$ cat config.mk
export PLATFORM = sky130hd
export DESIGN_NAME = tri_and_gate_tester
export DESIGN_NICKNAME = d
export VERILOG_FILES = /design/src/rtl/tri_and_gate_tester.sv
export SDC_FILE = /design/constraint.sdc
export NUM_CORES = 1
export LEC_CHECK = 0
export CAP_MARGIN = 20
export CORE_MARGIN = 2
export CORE_UTILIZATION = 25
export DETAILED_ROUTE_END_ITERATION = 10
export GPL_TIMING_DRIVEN = 0
export SLEW_MARGIN = 20
export SYNTH_ARGS = -nofsm -noshare
export SYNTH_HDL_FRONTEND = slang
export SYNTH_SLANG_ARGS = --single-unit
$ cat constraint.sdc
create_clock -name clk -period 4.8 [get_ports clk]
set_input_delay 0.72 -clock clk [delete_from_list [all_inputs] [get_ports clk]]
set_output_delay 0.72 -clock clk [all_outputs]
set_load 0.1 [all_outputs]
$ cat src/rtl/tri_and_gate_tester.sv
// -----------------------------------------------------------------------------
// tri_and_gate_tester
//
// Sequencing controller that exercises three 3-input AND gates. On a start
// request it walks the 3-bit pattern p = 0..7 onto all three gates at once,
// holds each pattern for SETTLE_CYCLES cycles, samples the gate outputs for one
// cycle and compares them against the ideal AND result (Yk = (p == 7)).
// Mismatches are accumulated in a saturating error counter and in sticky
// per-gate fail flags. A pass/done status is reported at the end of the run.
//
// Parameters:
//   SETTLE_CYCLES  cycles each pattern is held before sampling (1..255)
//   ERR_W          width of the saturating error counter
//
// Ports:
//   clk        in   system clock, rising edge
//   rst        in   synchronous, active-high reset
//   start      in   single-cycle request to begin a run (ignored while busy)
//   abc_out    out  gate drive {C3,B3,A3,C2,B2,A2,C1,B1,A1} = {p,p,p}
//   y_in       in   gate outputs {Y3,Y2,Y1}
//   busy       out  high while a run is in progress
//   done       out  high once the run has finished; results are held
//   pass       out  valid with done; 1 iff err_count == 0
//   err_count  out  mismatching (pattern, gate) samples, saturating
//   fail_gate  out  sticky per-gate mismatch flags, bit k = gate k+1
//
// Optional feature (macro TRI_AND_TESTER_FIRST_FAIL_EN):
//   first_fail_valid  out  a mismatch has been captured in this run
//   first_fail_pat    out  pattern p of the first mismatching check
//   first_fail_gate   out  lowest failing gate number (1..3) of that check
// -----------------------------------------------------------------------------
module tri_and_gate_tester #(
   parameter int unsigned SETTLE_CYCLES = 2,
   parameter int unsigned ERR_W         = 4
) (
   input  logic             clk,
   input  logic             rst,
   input  logic             start,
   output logic [8:0]       abc_out,
   input  logic [2:0]       y_in,
   output logic             busy,
   output logic             done,
   output logic             pass,
   output logic [ERR_W-1:0] err_count,
   output logic [2:0]       fail_gate
`ifdef TRI_AND_TESTER_FIRST_FAIL_EN
   ,
   output logic             first_fail_valid,
   output logic [2:0]       first_fail_pat,
   output logic [1:0]       first_fail_gate
`endif
);

   typedef enum logic [1:0] {
      StIdle   = 2'd0,
      StSettle = 2'd1,
      StCheck  = 2'd2,
      StDone   = 2'd3
   } state_e;

   localparam logic [7:0]       SettleLast = 8'(SETTLE_CYCLES - 1);
   localparam logic [ERR_W-1:0] ErrMax     = '1;

   state_e           state_q, state_d;
   logic [2:0]       p_q, p_d;
   logic [7:0]       cnt_q, cnt_d;
   logic [ERR_W-1:0] err_q, err_d;
   logic [2:0]       fail_q, fail_d;
   logic             busy_q, busy_d;
   logic             done_q, done_d;
   logic             pass_q, pass_d;

`ifdef TRI_AND_TESTER_FIRST_FAIL_EN
   logic             ff_valid_q, ff_valid_d;
   logic [2:0]       ff_pat_q, ff_pat_d;
   logic [1:0]       ff_gate_q, ff_gate_d;
`endif

   logic             accept;
   logic [2:0]       expected;
   logic [2:0]       mism;
   logic [1:0]       n_mism;
   logic [ERR_W+1:0] err_sum;
   logic [ERR_W-1:0] err_sat;
   logic [1:0]       low_gate;

   // A new run is accepted only from a quiescent state. busy stays high for
   // the first DONE cycle, so a start there is still ignored.
   assign accept = start && !busy_q && ((state_q == StIdle) || (state_q == StDone));

   // Every gate sees the same pattern, so every gate has the same expected value.
   assign expected = {3{p_q == 3'd7}};
   assign mism     = y_in ^ expected;
   assign n_mism   = {1'b0, mism[0]} + {1'b0, mism[1]} + {1'b0, mism[2]};

   // Up to three increments per check; clamp the sum at all-ones.
   assign err_sum  = {2'b00, err_q} + {{ERR_W{1'b0}}, n_mism};
   assign err_sat  = (err_sum > {2'b00, ErrMax}) ? ErrMax : err_sum[ERR_W-1:0];

   assign low_gate = mism[0] ? 2'd1 : (mism[1] ? 2'd2 : 2'd3);

   // ---------------------------------------------------------------------------
   // Next-state logic
   // ---------------------------------------------------------------------------
   always_comb begin
      state_d = state_q;
      p_d     = p_q;
      cnt_d   = cnt_q;
      err_d   = err_q;
      fail_d  = fail_q;
`ifdef TRI_AND_TESTER_FIRST_FAIL_EN
      ff_valid_d = ff_valid_q;
      ff_pat_d   = ff_pat_q;
      ff_gate_d  = ff_gate_q;
`endif

      unique case (state_q)
         StIdle, StDone: begin
            if (accept) begin
               state_d = StSettle;
               p_d     = 3'd0;
               cnt_d   = 8'd0;
               err_d   = '0;
               fail_d  = 3'b000;
`ifdef TRI_AND_TESTER_FIRST_FAIL_EN
               ff_valid_d = 1'b0;
               ff_pat_d   = 3'd0;
               ff_gate_d  = 2'd0;
`endif
            end
         end

         StSettle: begin
            cnt_d = cnt_q + 8'd1;
            if (cnt_q == SettleLast) begin
               state_d = StCheck;
            end
         end

         StCheck: begin
            fail_d = fail_q | mism;
            err_d  = err_sat;
`ifdef TRI_AND_TESTER_FIRST_FAIL_EN
            // Capture only the first mismatching check of the run.
            if (!ff_valid_q && (mism != 3'b000)) begin
               ff_valid_d = 1'b1;
               ff_pat_d   = p_q;
               ff_gate_d  = low_gate;
            end
`endif
            if (p_q == 3'd7) begin
               state_d = StDone;
            end else begin
               state_d = StSettle;
               p_d     = p_q + 3'd1;
               cnt_d   = 8'd0;
            end
         end

         default: begin
            state_d = StIdle;
         end
      endcase
   end

   // Status flags are registered. busy covers the run plus the DONE entry
   // cycle; done and pass rise one cycle after DONE is entered, so done lands
   // 8*(SETTLE_CYCLES+1)+1 cycles after the accepting edge.
   always_comb begin
      busy_d = (state_d == StSettle) || (state_d == StCheck) || (state_q == StCheck);
      done_d = (state_q == StDone) && !accept;
      pass_d = done_d && (err_q == '0);
   end

   // ---------------------------------------------------------------------------
   // State registers
   // ---------------------------------------------------------------------------
   always_ff @(posedge clk) begin
      if (rst) begin
         state_q <= StIdle;
         p_q     <= 3'd0;
         cnt_q   <= 8'd0;
         err_q   <= '0;
         fail_q  <= 3'b000;
         busy_q  <= 1'b0;
         done_q  <= 1'b0;
         pass_q  <= 1'b0;
      end else begin
         state_q <= state_d;
         p_q     <= p_d;
         cnt_q   <= cnt_d;
         err_q   <= err_d;
         fail_q  <= fail_d;
         busy_q  <= busy_d;
         done_q  <= done_d;
         pass_q  <= pass_d;
      end
   end

`ifdef TRI_AND_TESTER_FIRST_FAIL_EN
   always_ff @(posedge clk) begin
      if (rst) begin
         ff_valid_q <= 1'b0;
         ff_pat_q   <= 3'd0;
         ff_gate_q  <= 2'd0;
      end else begin
         ff_valid_q <= ff_valid_d;
         ff_pat_q   <= ff_pat_d;
         ff_gate_q  <= ff_gate_d;
      end
   end

   assign first_fail_valid = ff_valid_q;
   assign first_fail_pat   = ff_pat_q;
   assign first_fail_gate  = ff_gate_q;
`else
   // low_gate only feeds the first-fail capture.
   logic unused_low_gate;
   assign unused_low_gate = ^low_gate;
`endif

   // ---------------------------------------------------------------------------
   // Outputs
   // ---------------------------------------------------------------------------
   always_comb begin
      abc_out = 9'd0;
      if ((state_q == StSettle) || (state_q == StCheck)) begin
         abc_out = {p_q, p_q, p_q};
      end
   end

   assign busy      = busy_q;
   assign done      = done_q;
   assign pass      = pass_q;
   assign err_count = err_q;
   assign fail_gate = fail_q;

endmodule

==> flow_summary.json <==
{
  "grt_use_total_pct": 9.60,
  "min_period_over_period_pct": 72.9,
  "end_kind": "primary output",
  "synth_compound_area_share_pct": 12.0,
  "max-cap-violations": 0,
  "postCtsHoldBufs": 0,
  "yosysSeqAreaShare_pct": 36.5,
  "routedWlPerCell_um": 10.3,
  "cts_tree": "built",
  "dpl_cell_area_mm2": 0.00159,
  "grt_pass1_vias": 936,
  "nFillCells": 508,
  "io_buffer_count": 24,
  "min_path_type": "reg -> reg",
  "share_seq_of_total_power_pct": 39.0,
  "clock_latency_ns": 0.27,
  "cts_setup_buffers": 0,
  "yosysWarnings": 0,
  "synthArstFlopShare_pct": 0,
  "finalSetupTns_ns": 0,
  "power.share.combinational_pct": 39.3,
  "cts_buffers": 3,
  "grt_pass1_wl_um": 4170,
  "crit_fanout": 10,
  "synth-edff-count": 0,
  "rows": 25,
  "final_antenna_net_count": 0,
  "syn-cell-area_mm2": 0.00126,
  "maxSlewHeadroom_pct": 35.1,
  "num_io_pins": 25,
  "drv_slew": 0,
  "clk_pin_slew_worst_paths_ns": 0.09,
  "start_util_pct": 26.4,
  "dieArea_mm2": 0.00563,
  "fin_nets": 189,
  "hp-start": "fail_gate[0]$_SDFFE_PP0P_",
  "synth_most_common_cell": "dfxtp_1",
  "syn_nets": 160,
  "synthTopCellsByCount": "dfxtp_1, nor2_1, inv_1",
  "cts_buffer_depth": 2,
  "via_per_inst": 4.38,
  "synth_fa_ha_area_share_pct": 12.1,
  "first_iter_violations": 46,
  "p_clk_share_pct": 21.6,
  "utilization_pct": 34.1,
  "fin_skew_ns": 0.00810,
  "synth_top_family_by_area": "simple AND/OR/NAND/NOR gates",
  "antenna_found_initial": 0,
  "vias": 1043,
  "die_height_um": 75.0,
  "synth_area_leader_cell": "dfxtp_1",
  "hold_viol": 0,
  "p_switching_mw": 0.228,
  "cts_root_buffer": "clkbuf_8",
  "worstSetupStartpoint": "state_q[0]$_SDFF_PP0_",
  "power_density_mw_per_mm2": 350,
  "worst_pin_slew_ns": 0.970,
  "reg2reg_from": "p_q[0]$_SDFFE_PP0P_",
  "area_growth_pct": 29.6,
  "cts-resized-gates": 0,
  "synth-seq-cells": 23,
  "regArea_um2": 460,
  "htree_levels": 1,
  "grt_max_degree": 15,
  "synth.avg_cell_area_um2": 8.82,
  "place.gp.congestion": 0.818,
  "fmax_mhz": 286,
  "worstSetupStartpointType": "register",
  "multi_input_area_um2": 694,
  "worst-endpoint-required_ns": 4.08,
  "setup_viol": 0,
  "cts_sinks": 23,
  "core-area_mm2": 0.00479,
  "overflow": 0,
  "whs_ns": 0.458,
  "stdcell_area_mm2": 0.00163,
  "synth-xor-area-share_pct": 7.64,
  "diodes": 0,
  "drc_errors": 0,
  "p_sw_share_pct": 39.9,
  "synth_top_area_share_pct": 36.5,
  "die_w_um": 75.0,
  "status": "finished, final reports clean",
  "drive_gt1_share_pct": 7.60,
  "netlist_instances": 143,
  "netlist_top_cells_area": "dfxtp_1, ha_1, xor2_1, nor2_1, buf_4",
  "synth-main-ff-cell": "dfxtp_1",
  "rsz0062_at_grt": "no",
  "critical_path_class": "reg -> out",
  "yosys.area_share.simple_pct": 22.5,
  "first_pass_iters": 4,
  "hpwl_um": 1910,
  "min_period_ns": 3.50,
  "yosysUniqueCellTypes": 32,
  "synth.area.mux_share_pct": 0.794,
  "wirelength_um": 2450,
  "peakVddDrop_uv": 115,
  "p_int_mw": 0.343,
  "critPathArrivalTime_ns": 2.78,
  "power.leakage_nw": 0.632
}
==> stage by stage <==
step | setup WS (ns) | power [mW] | std cells
4_1_cts | 1.28 | 0.577 | 238
2_1_floorplan | 1.26 | 0.403 | 143
3_3_place_gp | 1.62 | 0.451 | 234
6_report | 1.30 | 0.571 | 238
5_1_grt | 1.15 | 0.611 | 238
3_5_place_dp | 1.60 | 0.452 | 234
==> power by group through the flow <==
| stage | combinational [mW] | sequential (mW) | clock, mW |
|---|---|---|---|
| after floorplan | 0.122 | 0.280 | 0 |
| after global placement | 0.224 | 0.227 | 0 |
| after detailed placement | 0.225 | 0.228 | 0 |
| after CTS | 0.226 | 0.223 | 0.128 |
| after global routing | 0.248 | 0.226 | 0.137 |
| final | 0.225 | 0.223 | 0.123 |
==> path summary, 6_finish.rpt <==
check	endpoint	slack, ns	cells past startpoint
worst max-delay path	abc_out[4]	1.30	6
worst min-delay path	fail_gate[0]$_SDFFE_PP0P_	0.46	2
worst max register to register	err_count[1]$_SDFFE_PP0P_	2.07	12
worst min register to register	fail_gate[0]$_SDFFE_PP0P_	0.46	2
==> layout make-up <==
| type | count | area share [%] |
|---|---|---|
| Clock inverter | 1 | 0.459 |
| Sequential cell | 23 | 28.2 |
| Inverter | 12 | 2.76 |
| Tap cell | 67 | 5.13 |
| Multi-Input combinational cell | 98 | 42.5 |
| Buffer | 10 | 3.75 |
| Timing Repair Buffer | 24 | 14.7 |
| Clock buffer | 3 | 2.53 |
==> critical path, cell delays in order (launching register included) <==
cell             delay (ns)
dfxtp_1                0.41
inv_1                  0.06
ha_1                   0.32
clkbuf_1               0.22
nor2b_1                0.24
buf_4                  0.14
clkdlybuf4s50_1        1.11
==> cell usage in the layout (no fill, tap or decap), drive strengths merged <==
master         count
nor2b              6
nand2              5
ha                 9
nand3b             1
fa                 2
nor3b              1
nand4              4
mux2i              1
o21ai              5
a22oi              4
and3               2
a221oi             1
clkinvlp           1
clkbuf             6
and2               3
xnor2              1
nor2              17
a211oi             5
a21oi              7
nor3               4
nor4               2
clkdlybuf4s50     24
or4b               1
inv               12
a21boi             1
xor2              10
nand3              2
buf                7
a21o               1
dfxtp             23
nand2b             2
and3b              1
==> layer usage <==
layer	vias up	GRT usage, %	part of all wire (%)
met5	-	0	0
met4	0	4.17	1.2
met3	2	1.61	2.2
met2	16	15.1	45
met1	492	12.9	51
li1	533	-	-
==> flip-flops by register name (all words and copies together), names as in the netlist <==
signal     count
busy           1
cnt_q          8
done           1
err_count      4
fail_gate      3
p_q            3
pass           1
state_q        2
==> kinds of logic (layout without fill, tap and decap cells) <==
| family | count (synthesis) | in the layout |
|---|---|---|
| xor gates and xnor gates | 11 | 11 |
| muxes | 1 | 1 |
| adders and majority gates | 11 | 11 |
| and+or+nand+nor | 51 | 51 |
| DFF | 23 | 23 |
| buffers and inverters | 22 | 50 |
| AOI/OAI and AO/OA | 24 | 24 |
Note: power is estimated with default switching activity, not from simulation.
